==> config.mk <==
export PLATFORM = sky130hd
export DESIGN_NAME = adc_scan_sequencer
export DESIGN_NICKNAME = d
export VERILOG_FILES = /design/src/rtl/adc_pkg.sv /design/src/rtl/adc_next_channel.sv /design/src/rtl/adc_scan_sequencer.sv
export SDC_FILE = /design/constraint.sdc
export NUM_CORES = 1
export LEC_CHECK = 0
export ABC_CLOCK_PERIOD_IN_PS = 3910
export CORE_MARGIN = 2
export CORE_UTILIZATION = 50
export CTS_CLUSTER_SIZE = 24
export DETAILED_ROUTE_END_ITERATION = 8
export PLACE_DENSITY = 0.74
export REMOVE_ABC_BUFFERS = 1
export SYNTH_ARGS = -nofsm -noshare
export SYNTH_HDL_FRONTEND = slang
export SYNTH_SLANG_ARGS = --single-unit
==> constraint.sdc <==
create_clock -name Clock_qsys -period 3.91 [get_ports Clock_qsys]
set_input_delay 0.5865 -clock Clock_qsys [delete_from_list [all_inputs] [get_ports Clock_qsys]]
set_output_delay 0.5865 -clock Clock_qsys [all_outputs]
set_load 0.02 [all_outputs]
==> src/rtl/adc_pkg.sv <==
// ============================================================================
// adc_pkg : shared types and constants for the ADC scan sequencer
// Rev 1.0
// ============================================================================
`default_nettype none

package adc_pkg;

  localparam int ADC_NUM_CHANNELS = 9;
  localparam int ADC_CHAN_W       = 5;
  localparam logic [ADC_CHAN_W-1:0] ADC_TEMP_CHANNEL = 5'd17;

  typedef enum logic [1:0] {
    IDLE      = 2'd0,
    ISSUE     = 2'd1,
    WAIT_RESP = 2'd2
  } scan_state_e;

endpackage

`default_nettype wire

==> src/rtl/adc_next_channel.sv <==
// ============================================================================
// adc_next_channel : lowest enabled channel above the current one, else 17
// Rev 1.0
// ============================================================================
`default_nettype none

module adc_next_channel
  import adc_pkg::*;
(
  input  logic [ADC_NUM_CHANNELS-1:0] i_mask,
  input  logic [ADC_CHAN_W-1:0]       i_cur_chan,
  input  logic                        i_from_start,
  output logic [ADC_CHAN_W-1:0]       o_next_chan
);

  // Walk downwards so the lowest qualifying channel is the last one written.
  always_comb begin
    o_next_chan = ADC_TEMP_CHANNEL;
    for (int i = ADC_NUM_CHANNELS - 1; i >= 0; i--) begin
      if (i_mask[i] && (i_from_start || (ADC_CHAN_W'(i) > i_cur_chan))) begin
        o_next_chan = ADC_CHAN_W'(i);
      end
    end
  end

endmodule

`default_nettype wire

==> src/rtl/adc_scan_sequencer.sv <==
// ============================================================================
// adc_scan_sequencer : issues one ADC command per enabled channel, then ch 17
// Rev 1.0
// ============================================================================
`default_nettype none

module adc_scan_sequencer
  import adc_pkg::*;
#(
  parameter int PERIOD_CYCLES  = 50000,
  parameter int TIMEOUT_CYCLES = 1024
) (
  input  logic       Clock_qsys,
  input  logic       Reset,
  input  logic       ScanEnable,
  input  logic       SingleScan,
  input  logic [8:0] ChannelMask,
  output logic       AdcCommandValid,
  output logic [4:0] AdcCommandChannel,
  output logic       AdcCommandStartOfPacket,
  output logic       AdcCommandEndOfPacket,
  input  logic       AdcCommandReady,
  input  logic       AdcResponseValid,
  input  logic [4:0] AdcResponseChannel,
  output logic       ScanBusy,
  output logic       ScanDone,
  output logic       ScanTimeout
);

  localparam int PW = $clog2(PERIOD_CYCLES + 1);
  localparam int TW = $clog2(TIMEOUT_CYCLES + 1);

  scan_state_e                 state_q, state_d;
  logic [ADC_CHAN_W-1:0]       chan_q, chan_d;
  logic [ADC_NUM_CHANNELS-1:0] mask_q, mask_d;
  logic                        sop_q, sop_d;
  logic [PW-1:0]               period_q, period_d;
  logic [TW-1:0]               tmo_q, tmo_d;
  logic                        done_q, done_d;
  logic                        timeout_q, timeout_d;

  logic [ADC_NUM_CHANNELS-1:0] finder_mask;
  logic                        finder_from_start;
  logic [ADC_CHAN_W-1:0]       next_chan;
  logic                        scan_start;
  logic                        tmo_expired;
  logic                        resp_match;

  // While idle the finder looks at the live mask so the first channel is
  // known at the start edge; during a scan only the latched copy counts.
  assign finder_from_start = (state_q == IDLE);
  assign finder_mask       = finder_from_start ? ChannelMask : mask_q;

  adc_next_channel u_next_channel (
    .i_mask       (finder_mask),
    .i_cur_chan   (chan_q),
    .i_from_start (finder_from_start),
    .o_next_chan  (next_chan)
  );

  assign scan_start  = (ScanEnable && (period_q == '0)) || SingleScan;
  assign tmo_expired = (tmo_q == TW'(TIMEOUT_CYCLES - 1));
  assign resp_match  = AdcResponseValid && (AdcResponseChannel == chan_q);

  always_comb begin
    state_d   = state_q;
    chan_d    = chan_q;
    mask_d    = mask_q;
    sop_d     = sop_q;
    done_d    = 1'b0;
    timeout_d = 1'b0;
    period_d  = (period_q != '0) ? period_q - 1'b1 : '0;

    case (state_q)
      IDLE: begin
        if (scan_start) begin
          state_d  = ISSUE;
          chan_d   = next_chan;
          mask_d   = ChannelMask;
          sop_d    = 1'b1;
          period_d = PW'(PERIOD_CYCLES - 1);
        end
      end
      ISSUE: begin
        if (AdcCommandReady) begin
          state_d = WAIT_RESP;
          sop_d   = 1'b0;
        end else if (tmo_expired) begin
          state_d   = IDLE;
          sop_d     = 1'b0;
          timeout_d = 1'b1;
        end
      end
      WAIT_RESP: begin
        if (resp_match) begin
          if (chan_q == ADC_TEMP_CHANNEL) begin
            state_d = IDLE;
            done_d  = 1'b1;
          end else begin
            state_d = ISSUE;
            chan_d  = next_chan;
          end
        end else if (tmo_expired) begin
          state_d   = IDLE;
          timeout_d = 1'b1;
        end
      end
      default: begin
        state_d = IDLE;
      end
    endcase

    // Restarts on every state change, so each command gets a full budget.
    if ((state_d != state_q) || (state_q == IDLE)) begin
      tmo_d = '0;
    end else begin
      tmo_d = tmo_q + 1'b1;
    end
  end

  always_ff @(posedge Clock_qsys) begin
    if (Reset) begin
      state_q   <= IDLE;
      chan_q    <= '0;
      mask_q    <= '0;
      sop_q     <= 1'b0;
      period_q  <= '0;
      tmo_q     <= '0;
      done_q    <= 1'b0;
      timeout_q <= 1'b0;
    end else begin
      state_q   <= state_d;
      chan_q    <= chan_d;
      mask_q    <= mask_d;
      sop_q     <= sop_d;
      period_q  <= period_d;
      tmo_q     <= tmo_d;
      done_q    <= done_d;
      timeout_q <= timeout_d;
    end
  end

  assign AdcCommandValid         = (state_q == ISSUE);
  assign AdcCommandChannel       = chan_q;
  assign AdcCommandStartOfPacket = AdcCommandValid && sop_q;
  assign AdcCommandEndOfPacket   = AdcCommandValid && (chan_q == ADC_TEMP_CHANNEL);
  assign ScanBusy                = (state_q != IDLE);
  assign ScanDone                = done_q;
  assign ScanTimeout             = timeout_q;

endmodule

`default_nettype wire

==> results of run 1 <==
[through the flow]
| step | setup WS, ns | cells |
|---|---|---|
| global placement | 0.955 | 367 |
| floorplan | 1.21 | 269 |
| global route | 0.933 | 375 |
| CTS | 1.08 | 375 |
| finish | 1.09 | 375 |
| detailed placement | 0.927 | 367 |
[cell usage after synthesis, drive strengths merged (2+ instances only)]
cell type / n
xnor2: 17
inv: 9
and2: 3
nand4b: 2
and3: 5
a31oi: 4
mux2i: 9
nand2b: 7
o32ai: 3
clkbuf: 6
nand3b: 3
o21ai: 16
buf: 4
a21oi: 9
xor2: 10
nand4: 3
nor2: 41
nand2: 19
nand3: 11
o21a: 4
nor2b: 3
a41o: 2
nor4: 4
ha: 7
nor3b: 2
nor3: 8
dfxtp: 45
o211ai: 2
a2111oi: 4
[routing by layer]
| metal | vias up | routed length [um] | GRT usage, % |
|---|---|---|---|
| met2 | 40 | 2350 | 31.7 |
| met5 | - | 0 | 0 |
| met3 | 10 | 155 | 3.93 |
| met4 | 0 | 87 | 6.55 |
| li1 | 1044 | - | - |
| met1 | 951 | 2440 | 24.7 |
[cells by family after synthesis]
| family | Yosys count | synth area share, % |
|---|---|---|
| AO/OA/AOI/OAI | 54 | 15.7 |
| XOR/XNOR | 27 | 9.53 |
| adder cells (fa/ha/maj) | 7 | 3.53 |
| buffers and inverters | 19 | 3.98 |
| flip-flops | 45 | 36.3 |
| multiplexers | 9 | 3.63 |
| AND/OR/NAND/NOR | 118 | 27.3 |
[power breakdown]
part           total (mW)  internal [mW]  switching (mW)
Sequential          0.585          0.515          0.0697
Combinational       0.429          0.199           0.230
Clock               0.279          0.124           0.155
Total                1.29          0.838           0.455
[registers in the layout, indices dropped and copies added (netlist names)]
name / cells
period_q: 16
tmo_q: 11
mask_q: 8
AdcCommandChannel: 5
state_q: 2
ScanDone: 1
ScanTimeout: 1
sop_q: 1
[layout by cell type (no fill, tap or decap), types with 2 or more instances in the layout]
cell type        instances
mux2i_1                  9
clkdlybuf4s50_1         30
xnor2_1                 17
nand3_1                 11
nand2_1                 18
xor2_1                  10
o21ai_1                  2
nor2_1                  31
o32ai_2                  2
a31oi_1                  4
and3_1                   4
nand3b_1                 3
and2_1                   3
nand4_1                  2
nand2b_1                 6
nor4_1                   2
o21ai_0                 14
nand4b_1                 2
a21oi_1                  9
dfxtp_1                 45
a2111oi_0                3
o211ai_1                 2
clkinv_2                 2
inv_1                    9
o21a_1                   3
ha_1                     7
nor2b_1                  3
clkbuf_8                 5
nor3_1                   7
nor2_2                  10
[critical path, delay by kind of cell (launching register included)]
family	cells	cell delay, ns
flip-flops	1	0.34
buffers and inverters	3	1.01
adder cells (fa/ha/maj)	1	0.58
[final cells by class]
cell class / count / share of cell area, %
well taps: 67 / 2.89
clock inverters: 2 / 0.345
repair buffers: 31 / 10.6
inverters: 9 / 1.17
clock buffers: 6 / 2.50
multi-input cells: 215 / 51.4
flip-flops and latches: 45 / 31.1
[how the worst max path moves through the flow]
stage / endpoint / from / cells past startpoint
6_report: ScanBusy / state_q[1]$_SDFF_PP0_ / 4
3_5_place_dp: tmo_q[2]$_SDFF_PP0_ / AdcResponseChannel[3] / 7
2_1_floorplan: tmo_q[2]$_SDFF_PP0_ / AdcResponseChannel[3] / 6
4_1_cts: ScanBusy / state_q[1]$_SDFF_PP0_ / 4
3_3_place_gp: tmo_q[2]$_SDFF_PP0_ / AdcResponseChannel[3] / 7
5_1_grt: ScanBusy / state_q[1]$_SDFF_PP0_ / 4
==> impl_metrics.json, run 1 <==
{
  "maxSlewHeadroom_pct": 25.4,
  "cap_violations": 0,
  "initial_core_util_pct": 52.2,
  "path_cells": "inv_1 -> ha_1 -> inv_1 -> clkdlybuf4s50_1",
  "drv_slew": 0,
  "post-synth-top-area-cell": "dfxtp_1",
  "gp_congestion": 0.821,
  "fin_skew_ns": 0.00911,
  "cts_root_buf": "clkbuf_8",
  "synth_cell_types": 62,
  "path_max_fanout": 18,
  "ir_drop_v": 0.000260,
  "dieArea_um2": 5540,
  "hold_path.class": "flip-flop to flip-flop",
  "stdcell_area_um2": 2900,
  "holdBufCountCts": 0,
  "num_rows": 25,
  "ys.warnings.count": 0,
  "drt_iter0_drc": 107,
  "cts_num_sinks": 45,
  "synth_edf_count": 0,
  "worstSetupPathType": "flip-flop to primary output",
  "p_total_mw": 1.29,
  "hold_viol": 0,
  "multiInputGateArea_um2": 1490,
  "fin_crit_sh_pct": 72.2,
  "cts_buffer_depth": 2,
  "die_y_um": 74.4,
  "grt_setup_unrepaired": "false",
  "synthTopCellsByArea": "dfxtp_1 (36%), xnor2_1 (6.0%), nor2_1 (4.7%), mux2i_1 (3.6%), ha_1 (3.5%)",
  "min_from": "sop_q$_SDFFE_PP0P_",
  "power_density_nw_per_um2": 446,
  "antennaDiodeCount": 0,
  "cts_resized": 0,
  "fillers": 445,
  "place.port_buffers": 30,
  "rr_worst_depth": 6,
  "vias": 2045,
  "start_kind": "flip-flop",
  "synthToLayoutAreaGrowth_pct": 16.8,
  "setup_viol_count_final": 0,
  "async_flop_share_pct": 0,
  "fmax_mhz": 354,
  "final_layout_size_suffix_gt1_share_pct": 11.4,
  "dp_hpwl_um": 3740,
  "cp_common_cell": "inv_1",
  "outcome": "completed",
  "postRouteAntennaNets": 0,
  "required_ns": 3.32,
  "routed_wl_um": 5030,
  "reg2reg_slack_ns": 1.41,
  "synth-seq-cells": 45,
  "grt_first_pass_wirelength_um": 8270,
  "io_pins": 31,
  "avgSynthCellArea_um2": 8.89,
  "timing.hold.ws_ns": 0.465,
  "reg2reg_to": "tmo_q[2]$_SDFF_PP0_",
  "leakagePower_nw": 1.03,
  "cp.arrival_ns": 2.24,
  "first_pass_iters": 4,
  "fin_setup_tns_ns": 0,
  "insertion_delay_ns": 0.30,
  "min_to": "sop_q$_SDFFE_PP0P_",
  "yosysSeqAreaShare_pct": 36.3,
  "yosysTopAreaCellShare_pct": 36.3,
  "antenna_found_initial": 0,
  "cts_tree": "built",
  "synthCells": 279,
  "grt_max_degree": 19,
  "drc": 0,
  "wire_per_inst_um": 13.4,
  "die_w_um": 74.4,
  "utilization_pct": 60.9,
  "grt_pass1_vias": 1871,
  "synthesis.area_um2": 2480,
  "post_cts_buffers": 0,
  "ys.flop_type": "dfxtp_1",
  "core-area_um2": 4750,
  "final_nets": 334,
  "fin_crit_ns": 2.82,
  "tightest_slew_ns": 1.12,
  "placed_cell_area_um2": 2820,
  "cts_made_buffers": 5,
  "via_per_inst": 5.45,
  "path_clk_slew_ns": 0.09,
  "hold_path_depth": 1,
  "slowest_stage": "clkdlybuf4s50_1",
  "endpoint_kind": "primary output",
  "grtUsageTotal_pct": 19.1,
  "cts_max_level": 2,
  "globalRouteOverflowTotal": 0,
  "ff_latch_area_um2": 901,
  "r2r-start": "state_q[0]$_SDFF_PP0_",
  "max_stage_delay_ns": 0.60
}
(Power assumes the default switching activity.)
==> run 2, diff against run 1 <==
ABC_CLOCK_PERIOD_IN_PS = 2850   (was 3910)
clock period = 2.85 ns   (was 3.91 ns; I/O delays follow)
==> run 2 against run 1 <==
Compared with the run above: power grew 40%; count of clock-buffer cells in the layout grew 1; sequential power increased by 36%; register-to-register slack worse by 1.0 ns; flip-flop and latch count is the same; non-clock buffer count is 8 higher; core utilization increased by 1.3 points; global-route usage grew 0.55 points; via count increased by 0.54%; die area unchanged; largest power group unchanged.
==> impl_metrics.json, run 2 (same netlist as run 1, synthesis figures left out) <==
{
  "num_rows": 25,
  "drc": 0,
  "globalRouteOverflowTotal": 0,
  "cts_root_buf": "clkbuf_8",
  "cts_resized": 0,
  "postRouteAntennaNets": 0,
  "reg_top3": "period_q: 16 flops, tmo_q: 11 flops, mask_q: 8 flops",
  "final_nets": 342,
  "cap_violations": 0,
  "cts_tree": "built",
  "holdBufCountCts": 0,
  "wire_per_inst_um": 13.4,
  "core-area_um2": 4750,
  "grt_setup_unrepaired": "false",
  "ir_drop_v": 0.000472,
  "final_layout_size_suffix_gt1_share_pct": 13.3,
  "required_ns": 2.42,
  "first_pass_iters": 4,
  "leakagePower_nw": 1.06,
  "critPathTopFamily": "buffers and inverters",
  "grt_max_degree": 13,
  "max_stage_delay_ns": 0.64,
  "path_cells": "inv_1 -> ha_1 -> inv_1 -> clkdlybuf4s50_1",
  "die_y_um": 74.4,
  "maxSlewHeadroom_pct": 26.8,
  "routed_wl_um": 5130,
  "vias": 2056,
  "largest_reg_flops": 16,
  "path_max_fanout": 11,
  "cp_num_buf_inv": 3,
  "place.port_buffers": 30,
  "endpoint_kind": "primary output",
  "grtUsageTotal_pct": 19.6,
  "mostFrequentLayoutCells": "dfxtp_1 (45), nor2_1 (31), clkdlybuf4s50_1 (30), nand2_1 (18), xnor2_1 (17)",
  "tightest_slew_ns": 1.10,
  "power_density_nw_per_um2": 612,
  "fin_crit_sh_pct": 89.6,
  "start_kind": "flip-flop",
  "via_per_inst": 5.38,
  "fin_skew_ns": 0.00702,
  "grt_pass1_vias": 1889,
  "cts_max_level": 2,
  "die_w_um": 74.4,
  "slowest_stage": "clkdlybuf4s50_1",
  "setup_viol_count_final": 0,
  "final_common_cell": "dfxtp_1",
  "comb_power_share_pct": 34.1,
  "cp.arrival_ns": 2.13,
  "insertion_delay_ns": 0.30,
  "dp_hpwl_um": 3860,
  "post_cts_buffers": 0,
  "hold_viol": 0,
  "pwr-share-seq_pct": 44.0,
  "dieArea_um2": 5540,
  "p_sw_share_pct": 34.2,
  "initial_core_util_pct": 52.2,
  "reg2reg_slack_ns": 0.41,
  "grt_first_pass_wirelength_um": 8440,
  "outcome": "completed",
  "hold_path.class": "flip-flop to flip-flop",
  "drt_iter0_drc": 125,
  "io_pins": 31,
  "synthToLayoutAreaGrowth_pct": 19.4,
  "fin_setup_tns_ns": 0,
  "pwr-share-clk_pct": 21.9,
  "fmax_mhz": 392,
  "antenna_found_initial": 0,
  "worstSetupPathType": "flip-flop to primary output",
  "p_int_mw": 1.19,
  "drv_slew": 0,
  "cts_buffer_depth": 2,
  "gp_congestion": 0.857,
  "cp_common_cell": "inv_1",
  "p_sw_mw": 0.620,
  "antennaDiodeCount": 0,
  "cts_made_buffers": 5,
  "p_total_mw": 1.81,
  "top_register": "period_q",
  "path_clk_slew_ns": 0.08,
  "cts_num_sinks": 45,
  "fin_crit_ns": 2.55
}
[run 2: changes by cell type in the layout (fill, tap and decap cells not counted), sizes merged]
cell	before	now
buf	1	9
clkbuf	6	7
clkinv	2	0
[run 2: routing by layer]
metal	global-route usage (%)	wire [um]
met5	0	0
met4	5.75	41
met3	4.61	202
met2	32.6	2460
met1	25.4	2430
[run 2: path summary, 6_finish.rpt]
| kind | startpoint | to | depth (start not counted) |
|---|---|---|---|
| max | state_q[0]$_SDFF_PP0_ | ScanBusy | 4 |
| min | sop_q$_SDFFE_PP0P_ | sop_q$_SDFFE_PP0P_ | 1 |
| max reg2reg | state_q[0]$_SDFF_PP0_ | tmo_q[2]$_SDFF_PP0_ | 6 |
| min reg2reg | sop_q$_SDFFE_PP0P_ | sop_q$_SDFFE_PP0P_ | 1 |
[run 2: power groups by stage]
stage               sequential [mW]  combinational, mW  clock, mW
global placement              0.809              0.606          0
CTS                           0.797              0.620      0.408
finish                        0.798              0.618      0.396
global route                  0.811              0.679      0.436
detailed placement            0.811              0.616          0
floorplan                     0.806              0.428          0
[run 2: layout make-up]
| type | instances | area, um2 |
|---|---|---|
| clock buffer | 7 | 86.3 |
| fill | 424 | 1790 |
| inverter | 9 | 33.8 |
| multi-input combinational | 215 | 1490 |
| sequential | 45 | 901 |
| tap | 67 | 83.8 |
| timing repair buffer | 39 | 368 |
[run 2: metrics by stage]
stage | hold WS, ns | utilization [%] | setup slack (ns) | cells | area (um2)
2_1_floorplan | 0.432 | - | 0.184 | 269 | 2420
3_3_place_gp | 0.442 | 60.5 | 0.138 | 375 | 2880
3_5_place_dp | 0.458 | 60.5 | 0.114 | 375 | 2880
4_1_cts | 0.479 | 62.3 | 0.301 | 382 | 2960
5_1_grt | 0.509 | 62.3 | 0.202 | 382 | 2960
6_report | 0.471 | 62.3 | 0.296 | 382 | 2960
==> run 3, diff against run 2 <==
ABC_AREA = 1   (was not set)
ABC_CLOCK_PERIOD_IN_PS = 2350   (was 2850)
clock period = 2.35 ns   (was 2.85 ns; I/O delays follow)
==> run 3 against run 2 <==
Compared with the run above: global-route usage is 0.76 points higher; first-iteration DRC count is 13% lower; register-to-register slack worse by 0.06 ns; clock skew is 0.0016 ns lower; count of clock-buffer cells in the layout is 2 lower; highest routed layer unchanged.
==> impl_metrics.json, run 3 <==
{
  "outcome": "completed",
  "cp.arrival_ns": 1.88,
  "path_cells": "inv_1 -> ha_1 -> nand2_1 -> inv_1 -> clkdlybuf4s50_1",
  "cts_max_level": 2,
  "cts_buffer_depth": 2,
  "insertion_delay_ns": 0.29,
  "ys_top_cells_by_count": "nand2_1 (82), dfxtp_1 (45), nor2_1 (41), inv_1 (35), nand3_1 (24)",
  "die_y_um": 75.9,
  "cts_root_buf": "clkbuf_8",
  "power_density_nw_per_um2": 723,
  "hold_path.class": "flip-flop to flip-flop",
  "synthesis.area_um2": 2580,
  "initial_core_util_pct": 51.2,
  "synth_cell_types": 37,
  "layout.cells.non_filler": 464,
  "cts_made_buffers": 5,
  "wire_per_inst_um": 11.6,
  "path_clk_slew_ns": 0.08,
  "post-synth-top-area-cell": "dfxtp_1",
  "worstSetupPathType": "flip-flop to primary output",
  "final_layout_size_suffix_gt1_share_pct": 14.2,
  "multiInputGateArea_um2": 1480,
  "globalRouteOverflowTotal": 0,
  "grt_max_degree": 14,
  "ir_drop_v": 0.000394,
  "first_pass_iters": 4,
  "cap_violations": 0,
  "fmax_mhz": 448,
  "slowest_stage": "clkdlybuf4s50_1",
  "hold_viol": 0,
  "postRouteAntennaNets": 0,
  "endpoint_kind": "primary output",
  "top_register": "period_q",
  "synth.most_common_cell": "nand2_1",
  "antennaDiodeCount": 0,
  "die_w_um": 75.9,
  "ys.warnings.count": 0,
  "fin_skew_ns": 0.00540,
  "via_per_inst": 5.06,
  "yosysTopAreaCellShare_pct": 34.9,
  "avgSynthCellArea_um2": 7.24,
  "dieArea_um2": 5760,
  "cp_common_cell": "inv_1",
  "synthCells": 357,
  "grt_first_pass_wirelength_um": 9030,
  "synth_edf_count": 0,
  "fin_setup_tns_ns": 0,
  "dp.cells": 457,
  "ys.flop_type": "dfxtp_1",
  "fillers": 464,
  "synth-seq-cells": 45,
  "num_rows": 26,
  "final_common_cell": "nand2_1",
  "routed_wl_um": 5380,
  "fin_crit_ns": 2.23,
  "required_ns": 2.00,
  "cts_resized": 0,
  "path_max_fanout": 7,
  "yosysSeqAreaShare_pct": 34.9,
  "gp_congestion": 0.903,
  "antenna_found_initial": 0,
  "async_flop_share_pct": 0,
  "start_kind": "flip-flop",
  "fin_crit_sh_pct": 95.0,
  "maxSlewHeadroom_pct": 69.8,
  "vias": 2346,
  "mostFrequentLayoutCells": "nand2_1 (82), dfxtp_1 (45), nor2_1 (40), inv_1 (35), clkdlybuf4s50_1 (28)",
  "grt_pass1_vias": 2028,
  "drv_slew": 0,
  "holdBufCountCts": 0,
  "final_nets": 421,
  "drc": 0,
  "io_pins": 31,
  "cts_num_sinks": 45,
  "grtUsageTotal_pct": 20.4,
  "reg_top3": "period_q: 16 flops, tmo_q: 11 flops, mask_q: 8 flops",
  "ff_latch_area_um2": 901,
  "place.port_buffers": 30,
  "max_stage_delay_ns": 0.59,
  "tightest_slew_ns": 0.452,
  "synthToLayoutAreaGrowth_pct": 19.7,
  "drt_iter0_drc": 109,
  "leakagePower_nw": 1.32,
  "grt_setup_unrepaired": "false",
  "synthTopCellsByArea": "dfxtp_1 (35%), nand2_1 (12%), nor2_1 (6.0%), inv_1 (5.1%), nand3_1 (4.6%)",
  "dp_hpwl_um": 4180,
  "largest_reg_flops": 16,
  "post_cts_buffers": 0,
  "cts_tree": "built",
  "core-area_um2": 5040,
  "setup_viol_count_final": 0
}
-- run 3: cell count changes after synthesis, sizes merged, moves of 7 or more --
| cell | previous run | this run |
|---|---|---|
| xnor2 | 17 | 8 |
| nand2 | 19 | 84 |
| mux2i | 9 | 0 |
| nand2b | 7 | 0 |
| nand3 | 11 | 28 |
| inv | 9 | 43 |
| nand4 | 3 | 11 |
| nor2 | 41 | 53 |
| nor3 | 8 | 16 |
-- run 3: per-layer routing --
layer	routed length (um)	GRT usage [%]
met5	0	0
met3	231	4.76
met1	2580	28.0
met2	2540	32.4
met4	21	4.87
-- run 3: cell families (layout without fill, tap and decap cells) --
family                     count (synthesis)  count (layout)  synth area share, %
and+or+nand+nor                          199             199                 38.6
buffers and inverters                     50              87                 7.94
DFF                                       45              45                 34.9
AOI/OAI and AO/OA                         36              36                 8.43
xor gates and xnor gates                  20              20                 6.78
adders and majority gates                  7               7                 3.39
-- run 3: final timing paths --
kind	startpoint	endpoint	slack, ns	cells past startpoint
max	state_q[1]$_SDFF_PP0_	AdcCommandStartOfPacket	0.12	5
min reg2reg	period_q[0]$_SDFF_PP0_	period_q[0]$_SDFF_PP0_	0.46	1
max reg2reg	state_q[0]$_SDFF_PP0_	AdcCommandChannel[3]$_SDFFE_PP0P_	0.35	10
min	period_q[0]$_SDFF_PP0_	period_q[0]$_SDFF_PP0_	0.46	1
-- run 3: area by class of cell --
class	instances	share of cell area, %
Clock buffer	5	2.23
Clock inverter	2	1.13
Inverter	43	5.22
Multi-Input combinational cell	262	47.9
Sequential cell	45	29.1
Tap cell	70	2.83
Timing Repair Buffer	37	11.6
-- run 3: worst max-delay path: cells and delay by family, from the launching register on --
family / cells / cell delay, ns
buffers and inverters: 3 / 0.78
and+or+nand+nor: 1 / 0.11
DFF: 1 / 0.38
adders and majority gates: 1 / 0.31
-- run 3: where the power goes --
part / switching (mW) / leakage (nW) / internal, mW
sequential: 0.0847 / 0.369 / 0.859
combinational: 0.440 / 0.901 / 0.296
clock: 0.246 / 0.0540 / 0.309
-- run 3: per-stage QoR --
step	total power [mW]	util, %	setup WS (ns)	hold WS [ns]	instance area [um2]
floorplan	1.48	-	0.312	0.415	2540
global placement	1.68	59.1	0.236	0.437	2980
detailed placement	1.70	59.1	0.151	0.450	2980
CTS	2.25	61.2	0.0212	0.465	3080
global route	2.40	61.3	0.00733	0.488	3090
finish	2.23	61.3	0.117	0.462	3090
